$ cat src/rtl/button_conditioner.sv
// Push-button front end for the stopwatch: synchronizes, debounces and turns
// presses on start/stop/inc into one-cycle command pulses, with inc auto-repeat.
//
// state  | meaning
// IDLE   | no repeat pending; waits for a fresh inc press
// DELAY  | inc held with repeat enabled; counting to the first repeat
// REPEAT | inc still held; emitting a repeat pulse every REPEAT_PERIOD
module button_conditioner #(
   parameter int DEBOUNCE_CYCLES = 1000000,
   parameter int REPEAT_DELAY    = 50000000,
   parameter int REPEAT_PERIOD   = 10000000,
   parameter int CNT_W           = 26
) (
   input  logic       clock,
   input  logic       reset,
   input  logic       btn_start,
   input  logic       btn_stop,
   input  logic       btn_inc,
   input  logic       repeat_en,
   output logic       start,
   output logic       stop,
   output logic       inc,
   output logic [2:0] held
);

   localparam logic [CNT_W-1:0] DB_TC  = CNT_W'(DEBOUNCE_CYCLES - 1);
   localparam logic [CNT_W-1:0] DLY_TC = CNT_W'(REPEAT_DELAY - 1);
   localparam logic [CNT_W-1:0] PER_TC = CNT_W'(REPEAT_PERIOD - 1);
   localparam logic [CNT_W-1:0] ONE    = CNT_W'(1);

   localparam logic [1:0] IDLE   = 2'd0;
   localparam logic [1:0] DELAY  = 2'd1;
   localparam logic [1:0] REPEAT = 2'd2;

   logic [2:0]       btn_raw;
   logic [2:0]       sync1_q, sync2_q, stable_q, stable_dly_q;
   logic [CNT_W-1:0] db_cnt_q [3];
   logic [2:0]       rise;

   logic [1:0]       state_q, state_d;
   logic [CNT_W-1:0] rep_cnt_q, rep_cnt_d;
   logic             inc_d;
   logic             start_q, stop_q, inc_q;

   // bit order {inc, stop, start} throughout
   assign btn_raw = {btn_inc, btn_stop, btn_start};
   assign rise    = stable_q & ~stable_dly_q;

   always_ff @(posedge clock or posedge reset) begin
      if (reset) begin
         sync1_q      <= '0;
         sync2_q      <= '0;
         stable_q     <= '0;
         stable_dly_q <= '0;
         for (int i = 0; i < 3; i++) db_cnt_q[i] <= '0;
      end else begin
         sync1_q      <= btn_raw;
         sync2_q      <= sync1_q;
         stable_dly_q <= stable_q;
         for (int i = 0; i < 3; i++) begin
            if (sync2_q[i] == stable_q[i]) begin
               db_cnt_q[i] <= '0;
            end else if (db_cnt_q[i] == DB_TC) begin
               stable_q[i] <= sync2_q[i];
               db_cnt_q[i] <= '0;
            end else begin
               db_cnt_q[i] <= db_cnt_q[i] + ONE;
            end
         end
      end
   end

   // Leaving DELAY/REPEAT takes priority over a terminal-count pulse.
   always_comb begin
      state_d   = state_q;
      rep_cnt_d = rep_cnt_q;
      inc_d     = 1'b0;
      case (state_q)
         IDLE: begin
            if (rise[2]) begin
               inc_d = 1'b1;
               if (repeat_en) begin
                  state_d   = DELAY;
                  rep_cnt_d = '0;
               end
            end
         end
         DELAY: begin
            if (!stable_q[2] || !repeat_en) begin
               state_d   = IDLE;
               rep_cnt_d = '0;
            end else if (rep_cnt_q == DLY_TC) begin
               inc_d     = 1'b1;
               rep_cnt_d = '0;
               state_d   = REPEAT;
            end else begin
               rep_cnt_d = rep_cnt_q + ONE;
            end
         end
         REPEAT: begin
            if (!stable_q[2] || !repeat_en) begin
               state_d   = IDLE;
               rep_cnt_d = '0;
            end else if (rep_cnt_q == PER_TC) begin
               inc_d     = 1'b1;
               rep_cnt_d = '0;
            end else begin
               rep_cnt_d = rep_cnt_q + ONE;
            end
         end
         default: begin
            state_d   = IDLE;
            rep_cnt_d = '0;
         end
      endcase
   end

   always_ff @(posedge clock or posedge reset) begin
      if (reset) begin
         state_q   <= IDLE;
         rep_cnt_q <= '0;
         start_q   <= 1'b0;
         stop_q    <= 1'b0;
         inc_q     <= 1'b0;
      end else begin
         state_q   <= state_d;
         rep_cnt_q <= rep_cnt_d;
         start_q   <= rise[0] & ~rise[1];
         stop_q    <= rise[1];
         inc_q     <= inc_d;
      end
   end

   assign start = start_q;
   assign stop  = stop_q;
   assign inc   = inc_q;
   assign held  = stable_q;

endmodule

$ cat config.mk
export PLATFORM = sky130hd
export DESIGN_NAME = button_conditioner
export DESIGN_NICKNAME = d
export VERILOG_FILES = /design/src/rtl/button_conditioner.sv
export SDC_FILE = /design/constraint.sdc
export NUM_CORES = 1
export LEC_CHECK = 0
export BUFFER_PORTS_ARGS = -buffer_cell sky130_fd_sc_hd__buf_2
export CAP_MARGIN = 10
export CORE_MARGIN = 10
export CORE_UTILIZATION = 60
export DETAILED_ROUTE_END_ITERATION = 6
export MAX_ROUTING_LAYER = met4
export PLACE_DENSITY = 0.8
export SLEW_MARGIN = 20
export SYNTH_ARGS = -nofsm -noshare
export SYNTH_HDL_FRONTEND = slang
export SYNTH_SLANG_ARGS = --single-unit
$ cat constraint.sdc
create_clock -name clock -period 10.2 [get_ports clock]
set_clock_uncertainty 0.15 [all_clocks]
set_input_delay 1.02 -clock clock [delete_from_list [all_inputs] [get_ports clock]]
set_output_delay 1.02 -clock clock [all_outputs]
set_load 0.01 [all_outputs]
=== After elaboration in Yosys (flattened, before gate mapping) ===
Index checks and enable logic that the tools add are counted.
Widths: inputs -> output; s select.

* Flip-flop bits (word level): 121
* Output and inout port bits: 6
* Logic and storage cells: 73
* Input bits: 6

* Add/subtract/negate cells: 4
* Equality and inequality tests: 14
* Reductions and logical operators: 9
* Mux-type cells: 25
* Bitwise gates (word level): 7

{| class="wikitable"
|+ Operator list
! operator !! number
|-
| $mux 26 || 12
|-
| $add 26x1->26 const B || 4
|-
| $eq 26x20->1 const B || 3
|-
| $pmux 26 s3 || 1
|-
| $eq 26x24->1 const B || 1
|-
| $eq 26x26->1 const B || 1
|-
| $mux 2 || 5
|-
| $reduce_and 2->1 || 4
|-
| $ne 2x2->1 const B || 3
|-
| $pmux 2 s3 || 1
|-
| $mux 1 || 5
|-
| $not 1->1 || 4
|-
| $reduce_and 4->1 || 1
|-
| $and 3x3->3 || 1
|-
| $eq 1x1->1 || 3
|-
| $ne 3x3->1 const B || 1
|-
| $not 3->3 || 1
|-
| $pmux 1 s3 || 1
|-
| $eq 2x1->1 const B || 1
|-
| $eq 2x2->1 const B || 1
|-
| $logic_not 1->1 || 2
|-
| $logic_not 2->1 || 1
|-
| $and 1x1->1 || 1
|-
| $logic_or 1x1->1 || 1
|}

=== Depth between registers and ports, before layout ===
* Depth in word-level cells: 4
* Mapped depth: 8
* Depth with buffers taken out: 7

=== Worst setup path after synthesis ===
OpenSTA, ideal clock, no wires.

* Kind: input to register
* From: input port repeat_en
* To: register state_q[0]
* Slack: 7.787 ns
* Path buffers: 1
* Data required time: 9.922 ns
* Arrival time: 2.135 ns
* Stages on the path: 5
* Setup time: 0.128 ns
* Path through: nand3b_1 and2_1 clkbuf_1 nor3_1 mux2_1

* Cells in the longest elaborated chain, start to end: 4
* Elaborated cells on any way between the ends: 8
* Classes of those cells: eq/ne (3); mux (2); reduce/logical (3)

{| class="wikitable"
|+ Ends and longest elaborated chain
! element !! line !! text
|-
| start: declaration || 19 || <nowiki>input logic repeat_en,</nowiki>
|-
| $logic_not 1->1 || 89, 101 ||
|-
| $logic_or 1x1->1 || 89, 101 ||
|-
| $ne 3x3->1 (no source line), or another cell as far along || -- ||
|-
| $reduce_and 4->1 (no source line) / $pmux 2 s3 (equally long branches) || -- ||
|-
| end signal: assignment || 126 || <nowiki>state_q <= state_d;</nowiki>
|-
| end: declaration || 40 || <nowiki>logic [1:0] state_q, state_d;</nowiki>
|}

Several ways; a longest one is shown, not always the timed one.
A chain may end at the register's enable or synchronous reset.

=== Worst setup path after layout ===
* From: register rep_cnt_q[10]
* To: register rep_cnt_q[12]

* Cells in the longest elaborated chain, start to end: 4
* Elaborated cells on any way between the ends: 8
* Classes of those cells: add/sub (1); eq/ne (2); mux (5)

{| class="wikitable"
|+ Ends and longest elaborated chain
! element !! line !! text
|-
| start: declaration || 41 || <nowiki>logic [CNT_W-1:0] rep_cnt_q, rep_cnt_d;</nowiki>
|-
| start signal: assignment || 127 || <nowiki>rep_cnt_q <= rep_cnt_d;</nowiki>
|-
| $add 26x1->26, or another cell as far along || 97, 108 ||
|-
| $mux 26 (on tied branches) || 104, 92 ||
|-
| $mux 26 (on tied branches) || 101, 89 ||
|-
| $pmux 26 s3 (*) || 78 || <nowiki>case (state_q)</nowiki>
|}

Mark *: on every way between the ends. The rest lies on a longest branch, timed or not.

==> summary.md <==
Yosys
* cell area after synthesis: 0.00594 mm2
* sequential-to-total area share from yosys stat: 51.0%
* number of warnings issued by yosys: 0
* mean instance size in the synthesized netlist: 9.85 um2
* cell types with the highest counts after synthesis: 121 x sky130_fd_sc_hd__dfrtp_1, 114 x sky130_fd_sc_hd__nor2_1, 50 x sky130_fd_sc_hd__xor2_1
* number of distinct standard cells referenced by the synthesized netlist: 45
* number of nets in the synthesized netlist: 617
* post-synthesis async set-or-reset flop share: 100%
* count of mapped cells out of synthesis: 603
* cell types occupying the most area after synthesis: sky130_fd_sc_hd__dfrtp_1 51%, sky130_fd_sc_hd__xor2_1 7.4%, sky130_fd_sc_hd__nor2_1 7.2%, sky130_fd_sc_hd__xnor2_1 6.6%, sky130_fd_sc_hd__nand3_1 3.5%
* leading cell type by number of instances after synthesis: sky130_fd_sc_hd__dfrtp_1
* most common flop cell mapped by yosys: sky130_fd_sc_hd__dfrtp_1
* count of flip-flops with a built-in enable after synthesis: 0
* register bit total from synthesis: 121
* post-synthesis cell type with the largest combined area: sky130_fd_sc_hd__dfrtp_1
* fraction of synthesized cell area taken by the top area cell type: 51.0%

Clock tree
* CTS Hold Bufs: 0
* maximum number of buffers from clock root to sink: 2
* buffers inserted by post-CTS timing repair: 0
* cell at the root of the clock tree: sky130_fd_sc_hd__clkbuf_8
* total CTS buffers: 17
* clock tree sinks: 121
* post_cts resized: 0
* clock latency reported for the late side of the worst-skew pair: 530 ps
* H-tree depth: 4
* clock input transition at the sequential cells of the worst setup and hold paths: 60 ps
* CTS tree: yes

Floorplanning
* die width: 119 um
* starting density of the core: 61.0%
* chip height: 119 um
* # IOs: 12
* placeable core region: 0.00973 mm2
* placement row count: 36
* total die area: 0.0143 mm2

Route
* number of iterations in the first detailed-routing pass: 5
* drt total wl: 11800 um
* total vias in the final route: 4389
* Routed Antenna Nets: 0
* Vias/cell: 5.78
* number of remaining DRC errors: 0
* initial DRC count: 305
* average wire per standard cell: 15.5 um

Outcome
* status: finished, final reports clean

GRT
* residual overflow from global routing: 0
* initial antenna violation count: 0
* global router's overall resource usage: 18.1%
* global-route wire length before repair: 20800 um
* maximum number of pins on one net before global-route repair: 75
* number of global-route vias before repair: 4440

Timing
* RSZ-0062 raised after global routing: no
* transition time of the tightest slew-check pin: 935 ps
* Fin. Hold Viols: 0
* Setup TNS: 0 ps
* Tcrit/Tclk final: 27.3%
* final number of max-transition violations: 0
* relative slew slack: 37.6%
* number of endpoints failing setup at the final stage: 0
* Final min period: 2780 ps
* FMAX: 359 MHz

Placement
* Final Wtd Congestion: 0.880
* detailed-placement wirelength estimate: 7560 um
* count of input and output buffers: 11
* placed cell count: 729

Pwr
* Net Sw Frac: 21.1%
* part of the power in combinational logic: 2.0%
* leakage power figure: 0.00284 uW
* design internal power: 863 uW
* Power Density: 164 mW/mm2
* net switching power: 231 uW
* Reg power frac: 44.6%
* Clk pwr share: 53.4%
* Worst VDD drop: 0.117 mV

Cells and area
* Synth-to-Final Area Change: 12.4%
* share of layout cells above drive strength 1: 9.09%
* Post-Layout Cell Count: 760
* antenna diode count: 0
* total number of nets in the final design: 629

Worst setup path
* type of element capturing the critical path: register
* largest fanout of any net on the critical path: 20
* type of origin of the critical path: register
* Arrival @ worst endpoint: 3000 ps
* Worst Path Class, Setup: reg2reg
* Worst Path Required: 10420 ps

Min path
* type of the most critical hold path: reg2reg

Run
* number of violations of the max-capacitance limit: 0

==> critical path, stage by stage (launching register included) <==
cell and delay, ps:
sky130_fd_sc_hd__dfrtp_1 440, sky130_fd_sc_hd__or4bb_1 510, sky130_fd_sc_hd__nor3_1 520, sky130_fd_sc_hd__a21oi_2 230, sky130_fd_sc_hd__nor3_4 630, sky130_fd_sc_hd__nor2_1 140
==> layout by cell type, fill, tap and decap left out, types with 17 or more instances in the layout <==
cell	instances
sky130_fd_sc_hd__dfrtp_1	121
sky130_fd_sc_hd__inv_1	17
sky130_fd_sc_hd__nand2_1	36
sky130_fd_sc_hd__nand3_1	42
sky130_fd_sc_hd__nand4_1	30
sky130_fd_sc_hd__nor2_1	114
sky130_fd_sc_hd__nor3_1	19
sky130_fd_sc_hd__nor4_1	19
sky130_fd_sc_hd__xnor2_1	45
sky130_fd_sc_hd__xor2_1	50
==> flip-flops by register name, summed over array words and instances (netlist names) <==
signal,count
db_cnt_q,78
held,3
inc,1
rep_cnt_q,26
stable_dly_q,3
start,1
state_q,2
stop,1
sync1_q,3
sync2_q,3
==> final cells by class <==
type / count / area, um2
Fill cell: 738 / 3050
Multi-Input combinational cell: 445 / 2770
Sequential cell: 121 / 3030
Timing Repair Buffer: 12 / 62.6
Clock inverter: 13 / 154
Tap cell: 133 / 166
Clock buffer: 18 / 428
Inverter: 18 / 70.1
==> worst paths after layout <==
| path | cells past startpoint | slack [ps] | endpoint | startpoint |
|---|---|---|---|---|
| min | 0 | 200 | sync2_q[1] | sync1_q[1] |
| max reg2reg | 5 | 7420 | rep_cnt_q[12] | rep_cnt_q[10] |
| max | 5 | 7420 | rep_cnt_q[12] | rep_cnt_q[10] |
| max in group asynchronous | 3 | 8240 | rep_cnt_q[19] | reset |
| min in group asynchronous | 2 | 520 | rep_cnt_q[1] | reset |
| min reg2reg | 0 | 200 | sync2_q[1] | sync1_q[1] |
==> metrics by stage <==
stage | setup slack, ps | instance area, um2 | hold slack, ps | power, uW | utilization (%)
finish | 7420 | 6680 | 196 | 1090 | 68.6
global route | 7250 | 6680 | 205 | 1130 | 68.6
CTS | 7090 | 6670 | 197 | 1100 | 68.5
detailed placement | 7000 | 6090 | 185 | 519 | 62.6
global placement | 7140 | 6090 | 182 | 518 | 62.6
floorplan | 5820 | 5940 | 181 | 513 | -
==> layer usage <==
metal	GRT usage, %	routed length, um	vias to the layer above
met4	7.77	216	0
met1	21.0	5170	2170
met5	-	0	-
met3	5.20	460	23
li1	-	-	2104
met2	28.8	5950	92
==> power by group through the flow <==
stage	clock [uW]	combinational, uW	sequential (uW)
CTS	590	22.9	488
detailed placement	0	22.5	496
finish	584	21.9	488
floorplan	0	17.0	496
global placement	0	21.9	496
global route	615	25.8	488
==> cell families (layout without fill, tap and decap cells) <==
family / after synthesis / count (layout) / synth area share, %
buffers and inverters: 37 / 61 / 2.55
AND/OR/NAND/NOR: 317 / 317 / 27.2
adder cells (fa/ha/maj): 8 / 8 / 1.69
XOR/XNOR: 95 / 95 / 14.0
multiplexers: 4 / 4 / 0.758
AO/OA/AOI/OAI: 21 / 21 / 2.80
flip-flops: 121 / 121 / 51.0
Power figures use the tool's default switching activity.
